$ cat src/rtl/mandelbrot_lane_scheduler.sv
// Round-robin scheduler that shares one combinational mandelbrot ALU across LANES pixel contexts.
// Pixels are issued in raster order and results leave tagged with x/y over a valid/ready stream.
module mandelbrot_lane_scheduler #(
  parameter int BITWIDTH  = 10,
  parameter int CTRWIDTH  = 7,
  parameter int LANES     = 4,
  parameter int WIDTH     = 640,
  parameter int HEIGHT    = 480,
  parameter int CR_OFFSET = -560,
  parameter int CI_OFFSET = -320,
  localparam int XW = (WIDTH > 1) ? $clog2(WIDTH) : 1,
  localparam int YW = (HEIGHT > 1) ? $clog2(HEIGHT) : 1
) (
  input  logic                i_clk,
  input  logic                i_reset,
  input  logic                i_run,
  input  logic [CTRWIDTH-1:0] i_max_ctr,
  output logic [BITWIDTH-1:0] o_alu_cr,
  output logic [BITWIDTH-1:0] o_alu_ci,
  output logic [BITWIDTH-1:0] o_alu_zr,
  output logic [BITWIDTH-1:0] o_alu_zi,
  input  logic [BITWIDTH-1:0] i_alu_out_zr,
  input  logic [BITWIDTH-1:0] i_alu_out_zi,
  input  logic                i_alu_size,
  output logic                o_res_valid,
  input  logic                i_res_ready,
  output logic [XW-1:0]       o_res_x,
  output logic [YW-1:0]       o_res_y,
  output logic [CTRWIDTH-1:0] o_res_ctr,
  output logic                o_busy,
  output logic                o_done
);

  localparam int PW = (LANES > 1) ? $clog2(LANES) : 1;
  localparam logic [BITWIDTH-1:0] CR_BASE = BITWIDTH'(CR_OFFSET);
  localparam logic [BITWIDTH-1:0] CI_BASE = BITWIDTH'(CI_OFFSET);
  localparam logic [XW-1:0]       X_LAST  = XW'(WIDTH - 1);
  localparam logic [YW-1:0]       Y_LAST  = YW'(HEIGHT - 1);
  localparam logic [PW-1:0]       P_LAST  = PW'(LANES - 1);

  typedef enum logic {S_IDLE, S_RUN} ctrl_state_t;
  typedef enum logic [1:0] {L_IDLE, L_ITER, L_DONE} lane_state_t;

  ctrl_state_t r_state, w_state_next;
  logic        r_done;
  logic [PW-1:0] r_p;
  logic [XW-1:0] r_gen_x;
  logic [YW-1:0] r_gen_y;
  logic          r_gen_end;

  lane_state_t         r_lst [LANES];
  logic [BITWIDTH-1:0] r_cr  [LANES];
  logic [BITWIDTH-1:0] r_ci  [LANES];
  logic [BITWIDTH-1:0] r_zr  [LANES];
  logic [BITWIDTH-1:0] r_zi  [LANES];
  logic [CTRWIDTH-1:0] r_ctr [LANES];
  logic [XW-1:0]       r_lx  [LANES];
  logic [YW-1:0]       r_ly  [LANES];

  logic                r_res_valid;
  logic [XW-1:0]       r_res_x;
  logic [YW-1:0]       r_res_y;
  logic [CTRWIDTH-1:0] r_res_ctr;

  logic w_busy, w_start, w_frame_end, w_all_idle, w_accept, w_slot_free;
  logic w_gen_adv, w_load_res;
  lane_state_t         w_lst_next;
  logic [BITWIDTH-1:0] w_cr_next, w_ci_next, w_zr_next, w_zi_next;
  logic [CTRWIDTH-1:0] w_ctr_next;
  logic [XW-1:0]       w_lx_next;
  logic [YW-1:0]       w_ly_next;

  assign w_busy      = (r_state == S_RUN);
  assign w_accept    = r_res_valid & i_res_ready;
  assign w_slot_free = ~r_res_valid | w_accept;

  assign o_alu_cr    = r_cr[r_p];
  assign o_alu_ci    = r_ci[r_p];
  assign o_alu_zr    = r_zr[r_p];
  assign o_alu_zi    = r_zi[r_p];
  assign o_res_valid = r_res_valid;
  assign o_res_x     = r_res_x;
  assign o_res_y     = r_res_y;
  assign o_res_ctr   = r_res_ctr;
  assign o_busy      = w_busy;
  assign o_done      = r_done;

  always_comb begin
    w_all_idle = 1'b1;
    for (int i = 0; i < LANES; i++) begin
      if (r_lst[i] != L_IDLE) w_all_idle = 1'b0;
    end
  end

  // Frame ends once nothing is queued anywhere: generator, lanes and result register all drained.
  always_comb begin
    w_state_next = r_state;
    w_start      = 1'b0;
    w_frame_end  = 1'b0;
    case (r_state)
      S_IDLE: begin
        if (i_run) begin
          w_start      = 1'b1;
          w_state_next = S_RUN;
        end
      end
      S_RUN: begin
        if (r_gen_end && w_all_idle && w_slot_free) begin
          w_frame_end  = 1'b1;
          w_state_next = S_IDLE;
        end
      end
      default: w_state_next = S_IDLE;
    endcase
  end

  always_comb begin
    w_lst_next = r_lst[r_p];
    w_cr_next  = r_cr[r_p];
    w_ci_next  = r_ci[r_p];
    w_zr_next  = r_zr[r_p];
    w_zi_next  = r_zi[r_p];
    w_ctr_next = r_ctr[r_p];
    w_lx_next  = r_lx[r_p];
    w_ly_next  = r_ly[r_p];
    w_gen_adv  = 1'b0;
    w_load_res = 1'b0;
    if (w_busy) begin
      case (r_lst[r_p])
        L_IDLE: begin
          if (!r_gen_end) begin
            w_lst_next = L_ITER;
            w_cr_next  = CR_BASE + BITWIDTH'(r_gen_x);
            w_ci_next  = CI_BASE + BITWIDTH'(r_gen_y);
            w_zr_next  = '0;
            w_zi_next  = '0;
            w_ctr_next = '0;
            w_lx_next  = r_gen_x;
            w_ly_next  = r_gen_y;
            w_gen_adv  = 1'b1;
          end
        end
        L_ITER: begin
          // >= rather than == keeps ctr bounded even if max_ctr is lowered mid-frame.
          if (i_alu_size || (r_ctr[r_p] >= i_max_ctr)) begin
            w_lst_next = L_DONE;
          end else begin
            w_zr_next  = i_alu_out_zr;
            w_zi_next  = i_alu_out_zi;
            w_ctr_next = r_ctr[r_p] + CTRWIDTH'(1);
          end
        end
        L_DONE: begin
          if (w_slot_free) begin
            w_load_res = 1'b1;
            w_lst_next = L_IDLE;
          end
        end
        default: w_lst_next = L_IDLE;
      endcase
    end
  end

  always_ff @(posedge i_clk or posedge i_reset) begin
    if (i_reset) begin
      r_state   <= S_IDLE;
      r_done    <= 1'b0;
      r_p       <= '0;
      r_gen_x   <= '0;
      r_gen_y   <= '0;
      r_gen_end <= 1'b0;
    end else begin
      r_state <= w_state_next;
      r_done  <= w_frame_end;
      if (w_start || w_frame_end) begin
        r_p <= '0;
      end else if (w_busy) begin
        r_p <= (r_p == P_LAST) ? '0 : r_p + PW'(1);
      end
      if (w_start) begin
        r_gen_x   <= '0;
        r_gen_y   <= '0;
        r_gen_end <= 1'b0;
      end else if (w_gen_adv) begin
        if (r_gen_x == X_LAST) begin
          r_gen_x <= '0;
          if (r_gen_y == Y_LAST) r_gen_end <= 1'b1;
          else                   r_gen_y   <= r_gen_y + YW'(1);
        end else begin
          r_gen_x <= r_gen_x + XW'(1);
        end
      end
    end
  end

  always_ff @(posedge i_clk or posedge i_reset) begin
    if (i_reset) begin
      for (int i = 0; i < LANES; i++) begin
        r_lst[i] <= L_IDLE;
        r_cr[i]  <= '0;
        r_ci[i]  <= '0;
        r_zr[i]  <= '0;
        r_zi[i]  <= '0;
        r_ctr[i] <= '0;
        r_lx[i]  <= '0;
        r_ly[i]  <= '0;
      end
    end else if (w_busy) begin
      r_lst[r_p] <= w_lst_next;
      r_cr[r_p]  <= w_cr_next;
      r_ci[r_p]  <= w_ci_next;
      r_zr[r_p]  <= w_zr_next;
      r_zi[r_p]  <= w_zi_next;
      r_ctr[r_p] <= w_ctr_next;
      r_lx[r_p]  <= w_lx_next;
      r_ly[r_p]  <= w_ly_next;
    end
  end

  // A DONE lane may refill the result register in the same cycle the old result is accepted.
  always_ff @(posedge i_clk or posedge i_reset) begin
    if (i_reset) begin
      r_res_valid <= 1'b0;
      r_res_x     <= '0;
      r_res_y     <= '0;
      r_res_ctr   <= '0;
    end else if (w_load_res) begin
      r_res_valid <= 1'b1;
      r_res_x     <= r_lx[r_p];
      r_res_y     <= r_ly[r_p];
      r_res_ctr   <= r_ctr[r_p];
    end else if (w_accept) begin
      r_res_valid <= 1'b0;
    end
  end

endmodule

$ cat config.mk
export PLATFORM = sky130hd
export DESIGN_NAME = mandelbrot_lane_scheduler
export DESIGN_NICKNAME = d
export VERILOG_FILES = /design/src/rtl/mandelbrot_lane_scheduler.sv
export SDC_FILE = /design/constraint.sdc
export NUM_CORES = 1
export LEC_CHECK = 0
export ABC_AREA = 0
export CORE_MARGIN = 10
export CORE_UTILIZATION = 59
export CTS_BUF_LIST = sky130_fd_sc_hd__clkbuf_16
export DETAILED_ROUTE_END_ITERATION = 10
export PLACE_DENSITY = 0.8
export SYNTH_ARGS = -nofsm -noshare
export SYNTH_HDL_FRONTEND = slang
export SYNTH_SLANG_ARGS = --single-unit
export TNS_END_PERCENT = 100
$ cat constraint.sdc
create_clock -name i_clk -period 13.75 [get_ports i_clk]
set_input_delay 1.375 -clock i_clk [delete_from_list [all_inputs] [get_ports i_clk]]
set_output_delay 1.375 -clock i_clk [all_outputs]
set_load 0.005 [all_outputs]
# ---- Yosys cells after proc, flatten, opt, wreduce, memory -nomap -nowiden
# Index checks and enable logic that the tools add are counted.
dict set report word_totals {
  in_bits 32
  ff_bits 323
  word_cells 180
  output_inout_bits 69
}
dict set report classes {
  reduce_logical 17
  bitwise_logic 5
  n_mux 101
  n_addsub 6
  n_eq_ne 6
  n_lt_le_gt_ge 3
}
# operator n
set op_table {}
lappend op_table {{$mux 10} 29}
lappend op_table {{$bwmux 40} 5}
lappend op_table {{$bmux 10 s2} 5}
lappend op_table {{$mux 9} 10}
lappend op_table {{$mux 7} 6}
lappend op_table {{$pmux 10 s2} 2}
lappend op_table {{$bwmux 36} 1}
lappend op_table {{$bwmux 28} 1}
lappend op_table {{$mux 1} 21}
lappend op_table {{$demux 10 s2} 1}
lappend op_table {{$mux 2} 10}
lappend op_table {{$bmux 9 s2} 1}
lappend op_table {{$demux 9 s2} 1}
lappend op_table {{$reduce_bool 2->1} 9}
lappend op_table {{$bmux 7 s2} 1}
lappend op_table {{$demux 7 s2} 1}
lappend op_table {{$pmux 7 s2} 1}
lappend op_table {{$add 10x1->10 const B} 1}
lappend op_table {{$add 10x9->10 const A} 1}
lappend op_table {{$add 9x10->10 const A} 1}
lappend op_table {{$eq 10x10->1 const B} 1}
lappend op_table {{$add 9x1->9 const B} 1}
lappend op_table {{$eq 9x9->1 const B} 1}
lappend op_table {{$bwmux 8} 1}
lappend op_table {{other kinds (20)} 26}

# ---- Depth between registers and ports, before layout
dict set report logic_depth {
  word_depth 11
  depth_mapped 12
  mapped_depth_nobuf 9
}

# ---- Worst setup path before layout
# Ideal clock, no wire load.
dict set report synth_timing {
  kind {input-to-reg}
  start {in i_max_ctr[0]}
  end {reg r_zr[20] in the netlist's numbering}
  setup_ns 0.083
  path_slack_ns 10.248
  t_required_ns 13.667
  arrival_time_ns 3.419
  path_buffers 2
  cell_stages 9
  path_cell_list {ha_1 -> nand2b_1 -> a211o_1 -> a2111o_1 -> clkbuf_1 -> nor2_1 -> clkbuf_1 -> a22oi_1 -> o21ai_0}
}
dict set report synth_between {
  elab_chain_cells 6
}
# element line
set synth_lines {}
lappend synth_lines {{start, declared} 17} ;# input logic [CTRWIDTH-1:0] i_max_ctr,
lappend synth_lines {{$ge 7x7->1} 145} ;# if (i_alu_size || (r_ctr[r_p] >= i_max_ctr)) begin
lappend synth_lines {{$logic_or 1x1->1} 145}
lappend synth_lines {{$mux 10} 145}
lappend synth_lines {{$pmux 10 s2} 129} ;# case (r_lst[r_p])
lappend synth_lines {{$mux 10} 128} ;# if (w_busy) begin
lappend synth_lines {{$bwmux 40} 212} ;# r_zr[r_p] <= w_zr_next;
lappend synth_lines {{end signal, assigned by index} 212}
lappend synth_lines {{end, declared} 54} ;# logic [BITWIDTH-1:0] r_zr [LANES];
# No other way between the ends.
# A chain may end at the register's enable or synchronous reset.

# ---- Final worst setup path
dict set report layout_timing {
  start {reg r_p[0]}
  end {out o_alu_cr[0]}
}
dict set report layout_between {
  elab_chain_cells 4
}
# element line
set layout_lines {}
lappend layout_lines {{start, declared} 46} ;# logic [PW-1:0] r_p;
lappend layout_lines {{start signal, assigned} 178} ;# r_p <= (r_p == P_LAST) ? '0 : r_p + PW'(1);
lappend layout_lines {{$not 2->3 (not written as such)} 77} ;# assign o_alu_cr = r_cr[r_p];
lappend layout_lines {{$bmux 10 s2} 77}
lappend layout_lines {{$mux 10 (not written as such) (2 in a row)} 77}
lappend layout_lines {{end, declared} 18} ;# output logic [BITWIDTH-1:0] o_alu_cr,
# No other way between the ends. The select of a mux whose other input is x is not followed.

==> impl_results.md <==
* Status: completed
* # Post-CTS Setup Buffers at 0
* Hold wc startpoint: r_zr[0]$_DFFE_PP0P_
* Post-synth cell types at 49
* Initial antenna violation count at 0
* Seq cells post-synth at 323
* Layout Utilization at 68.7%
* Hold Crit Depth at 2
* Clock Latency Late Sink at 0.50 ns
* Filler instances at 1713
* Ys async rst share at 100%
* Worst r2r src: r_p[0]$_DFFE_PP0P_
* Mean post-synth cell area at 10.9 um2
* Worst hold path type: flop to flop
* Cts repair resizes at 0
* Wire length per cell at 19.6 um
* Layout cell share with drive strength beyond 1 at 12.0%
* Iteration-0 DRC Markers at 1057
* Chip Width at 176 um
* Routed Antenna Nets at 0
* FF-to-FF End: r_gen_y[7]$_DFFE_PP0P_
* Clk_skew at 0.0155 ns
* Dominant cell type by area after synthesis: dfrtp_1
* Vias in the first global route at 10836
* I/O Pins at 101
* Vias per cell at 6.04
* Final setup viols at 0
* Reg2Reg Setup Slack at 9.41 ns
* Largest net degree at the start of global routing at 186
* Data arrival, critical path at 3.31 ns
* Port-buffer cells at 100
* Fin. Hold Viols at 0
* Syn nets at 1374
* Period utilization at 34.1%
* CTS sink cnt at 323
* Hold buffers post-CTS at 0
* Htree depth at 2
* Synth area leaders: dfrtp_1, mux4_2, o21ai_0
* Sequential element share of the synthesized area at 56.2%
* Crit path time final at 4.68 ns
* CORE AREA at 24200 um2
* Most common flop cell mapped by yosys: dfrtp_1
* Final Max Slew Viols at 0
* Area occupied by multi-input gates at 5910 um2
* First-pass GRT wire length at 56.3 mm
* Post-layout nets at 1425
* Max Clock Freq at 214 MHz
* Startpoint class of the critical path: flop
* Leakage Power at 7.29 nW
* FF+latch area at 8090 um2
* Hold Path Sink: r_zr[0]$_DFFE_PP0P_
* Total global routing overflow at 0
* Vias at 10421
* Reg2Reg Depth at 7
* # diodes at 0
* CTS Buf Count at 34
* First drt pass iteration count at 5
* Crit-path max FO at 41
* Post-Synthesis Cells at 1325
* Area Overhead vs Synth at 15.5%
* Post-synth top cells: dfrtp_1, nand2_1, o21ai_0
* Setup TNS Final at 0 ns
* Clock slew at reported path FFs at 0.06 ns
* Synthesized area at 14400 um2
* Root Driver: clkbuf_16
* Slew @ Worst Pin at 1.06 ns
* Clock Tree Buf Depth at 3
* RSZ-0062 raised after global routing: false
* Worst rel slew slack at 28.9%
* Starting Density at 59.5%
* Number of remaining DRC errors at 0
* RD Place Congestion at 0.792
* MaxCap Viol Count at 0
* Crit path capture type: output pin
* Die area at 31000 um2
* Share of the synthesized area in the top cell type at 56.2%
* Setup CP Type: flop to output pin
* Post-synth EDFFs at 0
* Die height at 176 um
* Most instantiated library cell after synthesis: dfrtp_1
* Maximum vdd drop at 0.000175 V
* All-layer global routing usage at 22.1%
* Final wirelength at 33.8 mm
* CTS tree: done
* Num rows at 57
* DPL Wire Length at 20.1 mm
* Worst path required time at 12.38 ns
* Pwr dens at 233 nW/um2
* Yosys warning total at 0
metrics by stage:
| step | hold WS (ns) | instances | worst slack [ns] | power (mW) | instance area, um2 |
|---|---|---|---|---|---|
| detailed placement | 0.465 | 1664 | 9.37 | 3.01 | 15600 |
| finish | 0.472 | 1725 | 9.07 | 3.87 | 16600 |
| global route | 0.503 | 1725 | 8.80 | 4.12 | 16600 |
| floorplan | 0.445 | 1325 | 3.43 | 2.47 | 14400 |
| CTS | 0.478 | 1725 | 8.97 | 3.89 | 16600 |
| global placement | 0.457 | 1664 | 9.35 | 2.94 | 15600 |
per-layer routing:
layer  track usage, %  vias up  wire length [um]
met5                0        -                 0
met3             3.95       52              2100
met2             36.1      328             16600
li1                 -     4753                 -
met4             6.11        0               590
met1             29.9     5288             14600
critical path: stages (launching register included):
cell             delay [ns]
dfrtp_4                0.86
buf_4                  0.77
mux4_2                 0.67
clkdlybuf4s50_1        0.49
cells by family (layout without fill, tap and decap cells):
family                   count (synthesis)  in the layout  share of synthesized area (%)
adder cells (fa/ha/maj)                 17             17                           1.48
flip-flops                             323            323                           56.2
AND/OR/NAND/NOR                        391            391                           11.4
buffers and inverters                  111            187                           3.01
multiplexers                           106            106                           13.6
AO/OA/AOI/OAI                          363            363                           13.4
XOR/XNOR                                14             14                          0.853
flip-flops by register name, indices dropped and copies added, names as in the netlist:
register     flops
r_lx            40
r_ci            40
r_ly            36
o_res_y          9
r_gen_x         10
o_res_x         10
r_p              2
o_done           1
r_ctr           28
r_cr            40
o_busy           1
r_lst            8
r_zr            40
o_res_valid      1
r_zi            40
o_res_ctr        7
r_gen_y          9
r_gen_end        1
final cells by class:
cell class | count | share of cell area [%]
inverter | 16 | 0.407
timing repair buffer | 110 | 6.55
multi-input combinational | 891 | 35.5
sequential | 323 | 48.7
tap | 324 | 2.44
clock buffer | 37 | 5.57
clock inverter | 24 | 0.798
power breakdown:
part	switching [mW]	internal, mW
logic	0.931	0.619
registers	0.206	1.25
clock network	0.360	0.502
total	1.50	2.37
worst max-delay path by stage:
stage	from	to	slack [ns]	cells after the start
after floorplan	i_reset	o_busy$_DFF_PP0_	3.43	1
after global placement	r_p[0]$_DFFE_PP0P_	r_gen_y[7]$_DFFE_PP0P_	9.35	7
after detailed placement	r_p[0]$_DFFE_PP0P_	r_gen_y[7]$_DFFE_PP0P_	9.37	7
after CTS	r_p[0]$_DFFE_PP0P_	o_alu_cr[0]	8.97	3
after global routing	r_p[0]$_DFFE_PP0P_	o_alu_cr[0]	8.80	3
final	r_p[0]$_DFFE_PP0P_	o_alu_cr[0]	9.07	3
layout by cell type (no fill, tap or decap), drive strengths merged, types with 3 or more instances in the layout:
cell	Yosys	final
mux2i	6	6
xor2	9	9
nand3	8	8
a21oi	49	49
clkdlybuf4s50	0	100
dfrtp	323	323
buf	17	10
nor3	7	7
nor2b	5	5
and2	10	10
a22oi	21	21
o21ai	274	274
a311oi	3	3
clkbuf	78	37
nand4	8	8
inv	16	25
xnor2	5	5
or3	3	3
mux2	32	32
nor2	36	36
clkinv	0	11
nand2	294	294
and3	5	5
nor4	3	3
clkinvlp	0	3
mux4	68	68
o31ai	3	3
ha	17	17
Power figures use the tool's default switching activity.
